`src/rtl/vliw_wb_writer_if.sv`:
```
// Result-slot handshakes and register-file write ports of the writeback writer.
interface vliw_wb_writer_if #(
  parameter int unsigned DATA_W = 32,
  parameter int unsigned ADDR_W = 5
);
  localparam int unsigned NREG = 1 << ADDR_W;

  logic              res32_valid;
  logic              res32_ready;
  logic [ADDR_W-1:0] res32_rd;
  logic [DATA_W-1:0] res32_data;
  logic              res16_valid;
  logic              res16_ready;
  logic [ADDR_W-1:0] res16_rd;
  logic [DATA_W-1:0] res16_data;
  logic              wb_hold;
  logic              regWrite_32;
  logic [ADDR_W-1:0] rd_32;
  logic [DATA_W-1:0] writeData_32;
  logic              regWrite_16;
  logic [ADDR_W-1:0] rd_16;
  logic [DATA_W-1:0] writeData_16;
  logic [NREG-1:0]   pend_mask;

  // Issue slots / hazard logic side.
  modport master (
    output res32_valid, res32_rd, res32_data,
    output res16_valid, res16_rd, res16_data, wb_hold,
    input  res32_ready, res16_ready,
    input  regWrite_32, rd_32, writeData_32,
    input  regWrite_16, rd_16, writeData_16, pend_mask
  );

  // Writer side.
  modport slave (
    input  res32_valid, res32_rd, res32_data,
    input  res16_valid, res16_rd, res16_data, wb_hold,
    output res32_ready, res16_ready,
    output regWrite_32, rd_32, writeData_32,
    output regWrite_16, rd_16, writeData_16, pend_mask
  );
endinterface

```
`src/rtl/vliw_wb_writer.sv`:
```
// Writeback writer: per-slot result FIFOs feeding the two register-file write
// ports, with program-order resolution of same-destination collisions.
module vliw_wb_writer #(
  parameter int unsigned DATA_W = 32,
  parameter int unsigned ADDR_W = 5,
  parameter int unsigned DEPTH  = 4,
  parameter int unsigned SEQ_W  = 4
) (
  input logic           clk,
  input logic           reset,
  vliw_wb_writer_if.slave wb
);
  localparam int unsigned PTR_W = $clog2(DEPTH);
  localparam int unsigned CNT_W = PTR_W + 1;
  localparam int unsigned NREG  = 1 << ADDR_W;
  localparam int unsigned HALF  = 1 << (SEQ_W - 1);

  typedef struct packed {
    logic [SEQ_W-1:0]  seq;
    logic [ADDR_W-1:0] rd;
    logic [DATA_W-1:0] data;
  } entry_t;

  entry_t            mem32 [DEPTH];
  entry_t            mem16 [DEPTH];
  logic [PTR_W-1:0]  rdPtr32, wrPtr32, rdPtr16, wrPtr16;
  logic [CNT_W-1:0]  count32, count16;
  logic [SEQ_W-1:0]  seq;
  logic              ready32, ready16, push32, push16, pop32, pop16;
  entry_t            head32, head16;
  logic [SEQ_W-1:0]  ageDiff;
  logic              older32;
  logic              regWrite32Q, regWrite16Q;
  logic [ADDR_W-1:0] rd32Q, rd16Q;
  logic [DATA_W-1:0] data32Q, data16Q;
  logic [NREG-1:0]   pendMask;

  assign ready32 = (count32 < CNT_W'(DEPTH));
  assign ready16 = (count16 < CNT_W'(DEPTH));
  assign push32  = wb.res32_valid && ready32;
  assign push16  = wb.res16_valid && ready16;
  assign head32  = mem32[rdPtr32];
  assign head16  = mem16[rdPtr16];

  // Slot 32 wins ties; otherwise it is older when slot 16's tag is ahead by less than half the tag range.
  assign ageDiff = SEQ_W'(head16.seq - head32.seq);
  assign older32 = (ageDiff < SEQ_W'(HALF));

  // Issue selection: both heads go unless they share a destination.
  always_comb begin
    pop32 = 1'b0;
    pop16 = 1'b0;
    if (!wb.wb_hold) begin
      pop32 = (count32 != '0);
      pop16 = (count16 != '0);
      if (pop32 && pop16 && (head32.rd == head16.rd)) begin
        pop32 = older32;
        pop16 = !older32;
      end
    end
  end

  // FIFO storage writes; contents need no reset since counts gate validity.
  always_ff @(posedge clk) begin
    if (push32) mem32[wrPtr32] <= '{seq: seq, rd: wb.res32_rd, data: wb.res32_data};
    if (push16) mem16[wrPtr16] <= '{seq: seq, rd: wb.res16_rd, data: wb.res16_data};
  end

  // FIFO pointers, counts and age-tag counter.
  always_ff @(posedge clk or posedge reset) begin
    if (reset) begin
      rdPtr32 <= '0;
      wrPtr32 <= '0;
      count32 <= '0;
      rdPtr16 <= '0;
      wrPtr16 <= '0;
      count16 <= '0;
      seq     <= '0;
    end else begin
      if (push32) wrPtr32 <= wrPtr32 + PTR_W'(1);
      if (pop32)  rdPtr32 <= rdPtr32 + PTR_W'(1);
      if (push16) wrPtr16 <= wrPtr16 + PTR_W'(1);
      if (pop16)  rdPtr16 <= rdPtr16 + PTR_W'(1);
      count32 <= count32 + CNT_W'(push32) - CNT_W'(pop32);
      count16 <= count16 + CNT_W'(push16) - CNT_W'(pop16);
      if (push32 || push16) seq <= seq + SEQ_W'(1);
    end
  end

  // Registered write ports: one-cycle drive per issued entry, zeros when idle.
  always_ff @(posedge clk or posedge reset) begin
    if (reset) begin
      regWrite32Q <= 1'b0;
      rd32Q       <= '0;
      data32Q     <= '0;
      regWrite16Q <= 1'b0;
      rd16Q       <= '0;
      data16Q     <= '0;
    end else begin
      regWrite32Q <= pop32;
      rd32Q       <= pop32 ? head32.rd : '0;
      data32Q     <= pop32 ? head32.data : '0;
      regWrite16Q <= pop16;
      rd16Q       <= pop16 ? head16.rd : '0;
      data16Q     <= pop16 ? head16.data : '0;
    end
  end

  // Pending mask over every live FIFO entry plus both active ports.
  always_comb begin
    pendMask = '0;
    for (int unsigned i = 0; i < DEPTH; i++) begin
      if (CNT_W'(i) < count32) pendMask[mem32[PTR_W'(rdPtr32 + PTR_W'(i))].rd] = 1'b1;
      if (CNT_W'(i) < count16) pendMask[mem16[PTR_W'(rdPtr16 + PTR_W'(i))].rd] = 1'b1;
    end
    if (regWrite32Q) pendMask[rd32Q] = 1'b1;
    if (regWrite16Q) pendMask[rd16Q] = 1'b1;
  end

  assign wb.res32_ready  = ready32;
  assign wb.res16_ready  = ready16;
  assign wb.regWrite_32  = regWrite32Q;
  assign wb.rd_32        = rd32Q;
  assign wb.writeData_32 = data32Q;
  assign wb.regWrite_16  = regWrite16Q;
  assign wb.rd_16        = rd16Q;
  assign wb.writeData_16 = data16Q;
  assign wb.pend_mask    = pendMask;
endmodule

```
`src/flat_wrapper.sv`:
```
// flat-port wrapper written by rule: the top's interface ports become plain ports
module vliw_wb_writer_flat 
#(
  parameter int unsigned DATA_W = 32,
  parameter int unsigned ADDR_W = 5,
  parameter int unsigned DEPTH  = 4,
  parameter int unsigned SEQ_W  = 4
)
  (clk, reset, wb_res32_valid, wb_res32_rd, wb_res32_data, wb_res16_valid, wb_res16_rd, wb_res16_data, wb_wb_hold, wb_res32_ready, wb_res16_ready, wb_regWrite_32, wb_rd_32, wb_writeData_32, wb_regWrite_16, wb_rd_16, wb_writeData_16, wb_pend_mask);
  vliw_wb_writer_if #(.DATA_W(DATA_W), .ADDR_W(ADDR_W)) wb_i ();
  input logic clk;
  input logic reset;
  input wire logic [$bits(wb_i.res32_valid)-1:0] wb_res32_valid;
  input wire logic [$bits(wb_i.res32_rd)-1:0] wb_res32_rd;
  input wire logic [$bits(wb_i.res32_data)-1:0] wb_res32_data;
  input wire logic [$bits(wb_i.res16_valid)-1:0] wb_res16_valid;
  input wire logic [$bits(wb_i.res16_rd)-1:0] wb_res16_rd;
  input wire logic [$bits(wb_i.res16_data)-1:0] wb_res16_data;
  input wire logic [$bits(wb_i.wb_hold)-1:0] wb_wb_hold;
  output wire logic [$bits(wb_i.res32_ready)-1:0] wb_res32_ready;
  output wire logic [$bits(wb_i.res16_ready)-1:0] wb_res16_ready;
  output wire logic [$bits(wb_i.regWrite_32)-1:0] wb_regWrite_32;
  output wire logic [$bits(wb_i.rd_32)-1:0] wb_rd_32;
  output wire logic [$bits(wb_i.writeData_32)-1:0] wb_writeData_32;
  output wire logic [$bits(wb_i.regWrite_16)-1:0] wb_regWrite_16;
  output wire logic [$bits(wb_i.rd_16)-1:0] wb_rd_16;
  output wire logic [$bits(wb_i.writeData_16)-1:0] wb_writeData_16;
  output wire logic [$bits(wb_i.pend_mask)-1:0] wb_pend_mask;
  assign wb_i.res32_valid = wb_res32_valid;
  assign wb_i.res32_rd = wb_res32_rd;
  assign wb_i.res32_data = wb_res32_data;
  assign wb_i.res16_valid = wb_res16_valid;
  assign wb_i.res16_rd = wb_res16_rd;
  assign wb_i.res16_data = wb_res16_data;
  assign wb_i.wb_hold = wb_wb_hold;
  assign wb_res32_ready = wb_i.res32_ready;
  assign wb_res16_ready = wb_i.res16_ready;
  assign wb_regWrite_32 = wb_i.regWrite_32;
  assign wb_rd_32 = wb_i.rd_32;
  assign wb_writeData_32 = wb_i.writeData_32;
  assign wb_regWrite_16 = wb_i.regWrite_16;
  assign wb_rd_16 = wb_i.rd_16;
  assign wb_writeData_16 = wb_i.writeData_16;
  assign wb_pend_mask = wb_i.pend_mask;
  vliw_wb_writer #(.DATA_W(DATA_W), .ADDR_W(ADDR_W), .DEPTH(DEPTH), .SEQ_W(SEQ_W)) u_core (.clk(clk), .reset(reset), .wb(wb_i));
endmodule
```
`config.mk`:
```
export PLATFORM = sky130hd
export DESIGN_NAME = vliw_wb_writer_flat
export DESIGN_NICKNAME = d
export VERILOG_FILES = /design/src/rtl/vliw_wb_writer_if.sv /design/src/rtl/vliw_wb_writer.sv /design/src/flat_wrapper.sv
export SDC_FILE = /design/constraint.sdc
export NUM_CORES = 1
export LEC_CHECK = 0
export BUFFER_PORTS_ARGS = -buffer_cell sky130_fd_sc_hd__buf_2
export CAP_MARGIN = 20
export CORE_ASPECT_RATIO = 0.75
export CORE_MARGIN = 3
export CORE_UTILIZATION = 60
export CTS_BUF_LIST = sky130_fd_sc_hd__clkbuf_2
export CTS_CLUSTER_SIZE = 40
export DETAILED_ROUTE_END_ITERATION = 8
export PLACE_DENSITY = 0.8
export SLEW_MARGIN = 20
export SYNTH_ARGS = -nofsm -noshare
export SYNTH_HDL_FRONTEND = slang
export SYNTH_SLANG_ARGS = --single-unit
```
`constraint.sdc`:
```
create_clock -name clk -period 13.6 [get_ports clk]
set_input_delay 2.72 -clock clk [delete_from_list [all_inputs] [get_ports clk]]
set_output_delay 2.72 -clock clk [all_outputs]
set_load 0.05 [all_outputs]
```
## Yosys cells after proc, flatten, opt, wreduce, memory -nomap -nowiden

Memories as Yosys holds them, arrays and structs flattened.
Cells that the tools add are included.

| cells by class | value |
|---|---|
| reductions and logical operators | 18 |
| shift-type cells | 0 |
| div/mod/pow operators | 0 |
| add/sub/neg operators | 14 |
| equal/unequal tests | 1 |
| magnitude comparators | 31 |
| multiplexer cells | 42 |
| multiply operators | 0 |
| bitwise gates (word level) | 9 |

Operators by type and width:

| operator | count |
|---|---|
| 2-to-1 mux 32 bit | 12 |
| OR 32 bit | 9 |
| less-than comparator 5 x 6 -> 1 bit, second input constant | 10 |
| demux 1 bit (select 5 bit) | 10 |
| greater-or-equal comparator 5 x 1 -> 1 bit, second input constant | 10 |
| 2-to-1 mux 1 bit | 18 |
| logical AND 1 bit | 14 |
| less-than comparator 1 x 3 -> 1 bit, first input constant | 4 |
| less-than comparator 2 x 3 -> 1 bit, first input constant | 4 |
| 2-to-1 mux 5 bit | 2 |
| adder 2 x 1 -> 2 bit, second input constant | 4 |
| adder 2 bit, second input constant | 4 |
| adder 3 x 1 -> 3 bit | 2 |
| less-than comparator 3 bit, second input constant | 2 |
| nonzero test 3 bit | 2 |
| subtractor 3 x 1 -> 3 bit | 2 |
| == test 5 bit | 1 |
| adder 4 x 1 -> 4 bit, second input constant | 1 |
| less-than comparator 4 bit, second input constant | 1 |
| subtractor 4 bit | 1 |
| logical NOT 1 bit | 1 |
| logical OR 1 bit | 1 |

| storage, ports and cells | value |
|---|---|
| memories | 2 |
| output and inout port bits | 110 |
| ROM bits | 0 |
| bits of input ports | 79 |
| bits in latches | 0 |
| bits in writable memories | 328 |
| register bits | 94 |
| logic and storage cells | 130 |

Memories:

| name | words | bits a word | read ports | clocked after Yosys merged registers in | wr ports | RTL line | source |
|---|---|---|---|---|---|---|---|
| u_core.mem16 | 4 | 41 | 4 | 0 | 1 | vliw_wb_writer.sv:25 | `entry_t mem16 [DEPTH];` |
| u_core.mem32 | 4 | 41 | 4 | 0 | 1 | vliw_wb_writer.sv:24 | `entry_t mem32 [DEPTH];` |

## Longest topological paths before layout

An unclocked memory read counts as a cell.

| logic depth | value |
|---|---|
| word-level depth | 24 |
| gate-level depth with buffers | 21 |
| mapped depth without buffers | 14 |

## Worst setup path after synthesis

OpenSTA, ideal clock, no wires.

| timing path | value |
|---|---|
| kind | register -> output |
| start | reg u_core.rdPtr16[0] |
| end | out wb_pend_mask[17] |
| arrival time | 2.728 ns |
| setup slack | 8.152 ns |
| data required time | 10.880 ns |
| stages on the path, launching flop included | 7 |
| path buffers | 2 |
| cells stage by stage | dfrtp_1 buf_6 buf_6 mux4_2 or3b_4 or2_1 o211ai_1 |

| between the ends | value |
|---|---|
| cells in the longest elaborated chain, start to end | 23 |
| elaborated cells on any way between the ends | 42 |

RTL lines:

| item | RTL line | source |
|---|---|---|
| start, declared | vliw_wb_writer.sv:26 | `logic [PTR_W-1:0] rdPtr32, wrPtr32, rdPtr16, wrPtr16;` |
| start signal, assigned | vliw_wb_writer.sv:83 | `if (pop16) rdPtr16 <= rdPtr16 + PTR_W'(1);` |
| memory (4 x 41 bit) (*) | -- |  |
| less-than comparator 5 x 6 -> 1 bit (implied by the code) / greater-or-equal comparator 5 x 1 -> 1 bit (equally long branches) | vliw_wb_writer.sv:114 | `if (CNT_W'(i) < count16) pendMask[mem16[PTR_W'(rdPtr16 + PTR_W'(i))].rd] = 1'b1;` |
| logical AND 1 bit (implied by the code) | vliw_wb_writer.sv:114 |  |
| 2-to-1 mux 1 bit (implied by the code) | vliw_wb_writer.sv:114 |  |
| demux 1 bit (select 5 bit) | -- |  |
| OR 32 bit (no line) | -- |  |
| 2-to-1 mux 32 bit | vliw_wb_writer.sv:114 |  |
| OR 32 bit (no line) | -- |  |
| (+7 left out) | -- |  |
| OR 32 bit (no line) | -- |  |
| 2-to-1 mux 32 bit | vliw_wb_writer.sv:113 | `if (CNT_W'(i) < count32) pendMask[mem32[PTR_W'(rdPtr32 + PTR_W'(i))].rd] = 1'b1;` |
| OR 32 bit (no line) | -- |  |
| 2-to-1 mux 32 bit (*) | vliw_wb_writer.sv:114 |  |
| OR 32 bit (no line) | -- |  |
| 2-to-1 mux 32 bit (*) | vliw_wb_writer.sv:116 | `if (regWrite32Q) pendMask[rd32Q] = 1'b1;` |
| OR 32 bit (no line) | -- |  |
| 2-to-1 mux 32 bit (*) | vliw_wb_writer.sv:117 | `if (regWrite16Q) pendMask[rd16Q] = 1'b1;` |
| end, declared | flat_wrapper.sv:28 | `output wire logic [$bits(wb_i.pend_mask)-1:0] wb_pend_mask;` |

Every way passes the cells marked *; elsewhere a longest branch is shown, timed or not.

## Worst setup path in the final report

| timing path | value |
|---|---|
| start | reg u_core.rdPtr32[1] |
| end | out wb_pend_mask[19] |

| between the ends | value |
|---|---|
| cells in the longest elaborated chain, start to end | 24 |
| elaborated cells on any way between the ends | 43 |

RTL lines:

| item | RTL line | source |
|---|---|---|
| start, declared | vliw_wb_writer.sv:26 |  |
| start signal, assigned | vliw_wb_writer.sv:81 | `if (pop32) rdPtr32 <= rdPtr32 + PTR_W'(1);` |
| memory (4 x 41 bit) (*) | -- |  |
| less-than comparator 5 x 6 -> 1 bit (implied by the code) / greater-or-equal comparator 5 x 1 -> 1 bit (equally long branches) | vliw_wb_writer.sv:113 |  |
| logical AND 1 bit (implied by the code) | vliw_wb_writer.sv:113 |  |
| 2-to-1 mux 1 bit (implied by the code) | vliw_wb_writer.sv:113 |  |
| demux 1 bit (select 5 bit) | -- |  |
| 2-to-1 mux 32 bit | vliw_wb_writer.sv:113 |  |
| OR 32 bit (no line) | -- |  |
| 2-to-1 mux 32 bit | vliw_wb_writer.sv:114 |  |
| (+8 left out) | -- |  |
| OR 32 bit (no line) | -- |  |
| 2-to-1 mux 32 bit (*) | vliw_wb_writer.sv:113 |  |
| OR 32 bit (no line) | -- |  |
| 2-to-1 mux 32 bit (*) | vliw_wb_writer.sv:114 |  |
| OR 32 bit (no line) | -- |  |
| 2-to-1 mux 32 bit (*) | vliw_wb_writer.sv:116 |  |
| OR 32 bit (no line) | -- |  |
| 2-to-1 mux 32 bit (*) | vliw_wb_writer.sv:117 |  |

Marks and branches as above.

==> metrics.md <==
| Metric | Value |
|---|---|
| Outcome | `finished clean` |
| Worst Hold Class | `register to register` |
| Most frequently used cell type in the post-synthesis netlist | `edfxtp_1` |
| Std-Cell Rows | `55` |
| Die area | `around 34000 µm²` |
| Via count | `roughly 14000` |
| Routed length per instance | `between 30 and 40 µm` |
| Seq/Total Area, Yosys | `a little under two thirds` |
| Pre-Repair DR Iteration Count | `6` |
| Post CTS Setup Buffer Count | `0` |
| # fillers | `about 2000` |
| Total negative setup slack | `0 ps` |
| Critical path arrival | `roughly 5200 ps` |
| Congestion Overflow GR | `0` |
| Area of the multi-input gates | `between 6000 and 7000 µm²` |
| Crit-path slowest cell | `nor3_1` |
| Worst-path clk slew | `approximately 120 ps` |
| Ports | `roughly 190` |
| CP Launch Point | `u_core.rdPtr32[1]` |
| Die Width | `212 µm` |
| Worst Hold Margin | `about 670 ps` |
| H-tree depth | `3` |
| R2r setup slk | `8150 ps` |
| Die Span Y | `161 µm` |
| Post-synthesis async set-or-reset flop share | `between 20% and 30%` |
| First-pass GRT wire length | `between 90000 and 100000 µm` |
| I/O Buffers | `188` |
| Final Hold Viols | `0` |
| # nets final | `around 1600` |
| Clock tree buffer depth | `3` |
| Post-CTS sizing | `0` |
| Clock latency on the worst-skew pair | `1090 ps` |
| GPL Wtd Cong | `between 1 and 1.5` |
| Slew @ Worst Pin | `between 900 and 1000 ps` |
| Synth Instances | `roughly 1300` |
| Core Region | `slightly above 30000 µm²` |
| Share of cells above drive strength 1 | `between 30% and 40%` |
| Antenna violations before repair | `6` |
| Bufs and invs on worst path | `3` |
| Syn nets | `~1400` |
| RSZ-0062 raised after global routing | `no` |
| Crit path kind | `register to output pin` |
| FF-to-FF Start | `u_core.rdPtr16[0]` |
| Synth cell types | `between 60 and 70` |
| Avg Cell Area, Syn | `approximately 15 µm²` |
| Cell Area, Synth | `approximately 19000 µm²` |
| Post-synth EDFFs | `328` |
| Starting DRT DRC Count | `roughly 2200` |
| Setup Skew | `128 ps` |
| Post-DRT Antenna Nets | `0` |
| Fin crit period | `roughly 7900 ps` |
| Root buffer cell | `clkbuf_2` |
| Area grow syn2layout | `11.4%` |
| Max_slew headroom | `a little under two fifths` |
| DR DRC count | `0` |
| Final setup viols | `0` |
| Synth area leaders | `edfxtp_1, dfrtp_1, mux4_2` |
| Worst reg2reg endpoint | `u_core.count16[2]` |
| Number of CTS-inserted buffers | `roughly 90` |
| GRT Total Usage | `37.5%` |
| CP most frequent cell | `nor3_1` |
| Pins Over Slew Limit | `0` |
| Total stage count of the critical path | `8` |
| Synth Register Bits | `around 420` |
| Hpwl dp | `between 40000 and 50000 µm` |
| Register area | `12200 µm²` |
| CP top delay family | `simple AND/OR/NAND/NOR gates` |
| Predominant post-synthesis flop cell | `edfxtp_1` |
| Synth top cells by count | `edfxtp_1, nor2_1, mux4_2` |
| Critical Path Max Stage Delay | `between 700 and 800 ps` |
| Crit end category | `output pin` |
| TritonCTS clock tree | `yes` |
| Hold-fix buffers, CTS | `0` |
| Crit-path max FO | `50` |
| Largest net degree at the start of global routing | `between 50 and 60` |
| Vias in the first global route | `between 10000 and 15000` |
| Crit path cell chain | `buf_4 > mux4_2 > inv_1 > nand2_1 > nor3_1 > nor3_1 > nand3_1 > buf_2` |
| Final Cycle Share | `58.1%` |
| Sink Count | `422` |
| Yosys top cell by area | `edfxtp_1` |
| Path depth of the worst reg2reg path | `15` |
| Synth top area share | `between 50% and 60%` |
| Starting Density | `roughly 62%` |
| Post-Route WL | `63600 µm` |
| Max_cap viols | `0` |
| Syn. warnings | `0` |
| Worst Setup EP | `wb_pend_mask[19]` |
| Vias/cell | `slightly below 7` |
| WP data required | `around 11000 ps` |
| Max Clock Freq | `0.127 GHz` |
| Worst Setup Start Kind | `register` |
## final cells by class
type,instances,area share [%]
antenna,3,0.0352
clock buffer,142,3.33
clock inverter,26,0.933
inverter,31,0.557
multi-input combinational,761,30.8
sequential,422,57.3
tap,399,2.34
timing repair buffer,197,4.73
## worst min-delay path by stage
stage | from | end | slack [ps] | depth (start not counted)
2_1_floorplan | u_core.seq[3] | u_core.seq[3] | 540 | 1
3_3_place_gp | u_core.wrPtr16[1] | u_core.wrPtr16[1] | 600 | 2
3_5_place_dp | u_core.wrPtr32[1] | u_core.wrPtr32[1] | 650 | 2
4_1_cts | u_core.mem32[2][6] | u_core.wb.writeData_32[6] | 670 | 2
5_1_grt | u_core.mem32[2][19] | u_core.wb.writeData_32[19] | 700 | 2
6_report | u_core.mem32[2][6] | u_core.wb.writeData_32[6] | 670 | 2
## per-layer routing
metal	track usage (%)	part of all wire [%]
met3	10.9	12
met4	11.3	3.2
met1	54.7	38
met5	0	0.014
met2	55.8	46
## per-stage QoR
stage	std cells	instance area [µm²]	worst slack, ps	util [%]
global placement	1810	20400	7050	66.3
global route	1981	21300	5580	69.3
detailed placement	1810	20400	7000	66.3
CTS	1978	21300	5850	69.3
finish	1981	21300	5700	69.3
floorplan	1262	19200	8150	-
## state kept, by name (all words and copies together), names as in the netlist, 2 cells and up
| register | cells |
|---|---|
| u_core.mem16 | 164 |
| u_core.mem32 | 164 |
| u_core.wb.writeData_16 | 32 |
| u_core.wb.writeData_32 | 32 |
| u_core.wb.rd_16 | 5 |
| u_core.wb.rd_32 | 5 |
| u_core.seq | 4 |
| u_core.count16 | 3 |
| u_core.count32 | 3 |
| u_core.rdPtr16 | 2 |
| u_core.rdPtr32 | 2 |
| u_core.wrPtr16 | 2 |
| u_core.wrPtr32 | 2 |
## worst min-delay path: cells and delay by family (launching register included)
| kind | cells | cell delay [ps] |
|---|---|---|
| muxes | 1 | 210 |
| DFF | 1 | 330 |
| and+or+nand+nor | 1 | 110 |
## cell families after synthesis
family	Yosys count	synth area share, %
flops	422	63.7
mux	142	14.8
fa+ha+maj	21	1.45
xor+xnor	19	0.908
simple gates	430	11.6
compound gates	149	5.35
buf+inv	79	2.16
## layout by cell type, fill, tap and decap left out, types with 5 or more instances in the layout
cell and n:
dfrtp_1 90, nand4_1 7, edfxtp_1 328, nand2b_1 14, o21ai_0 7, xnor2_1 11
nor4_1 9, nor2_1 99, a21oi_1 5, mux2_2 17, o211ai_1 6, nor2b_1 81
mux4_1 12, buf_4 9, mux2i_1 16, or3b_2 6, o22ai_1 88, o32ai_1 14
nand2_1 80, or3_1 14, or2_2 10, mux4_2 95, buf_2 188, inv_1 29
clkinv_1 16, nor3_1 33, ha_1 19, nand3b_1 12, xor2_1 7, and2_4 7
clkbuf_2 142, nand3_1 39
Power is not shown: default switching activity piles up to over one toggle a cycle in this logic, so the estimate is an artifact.
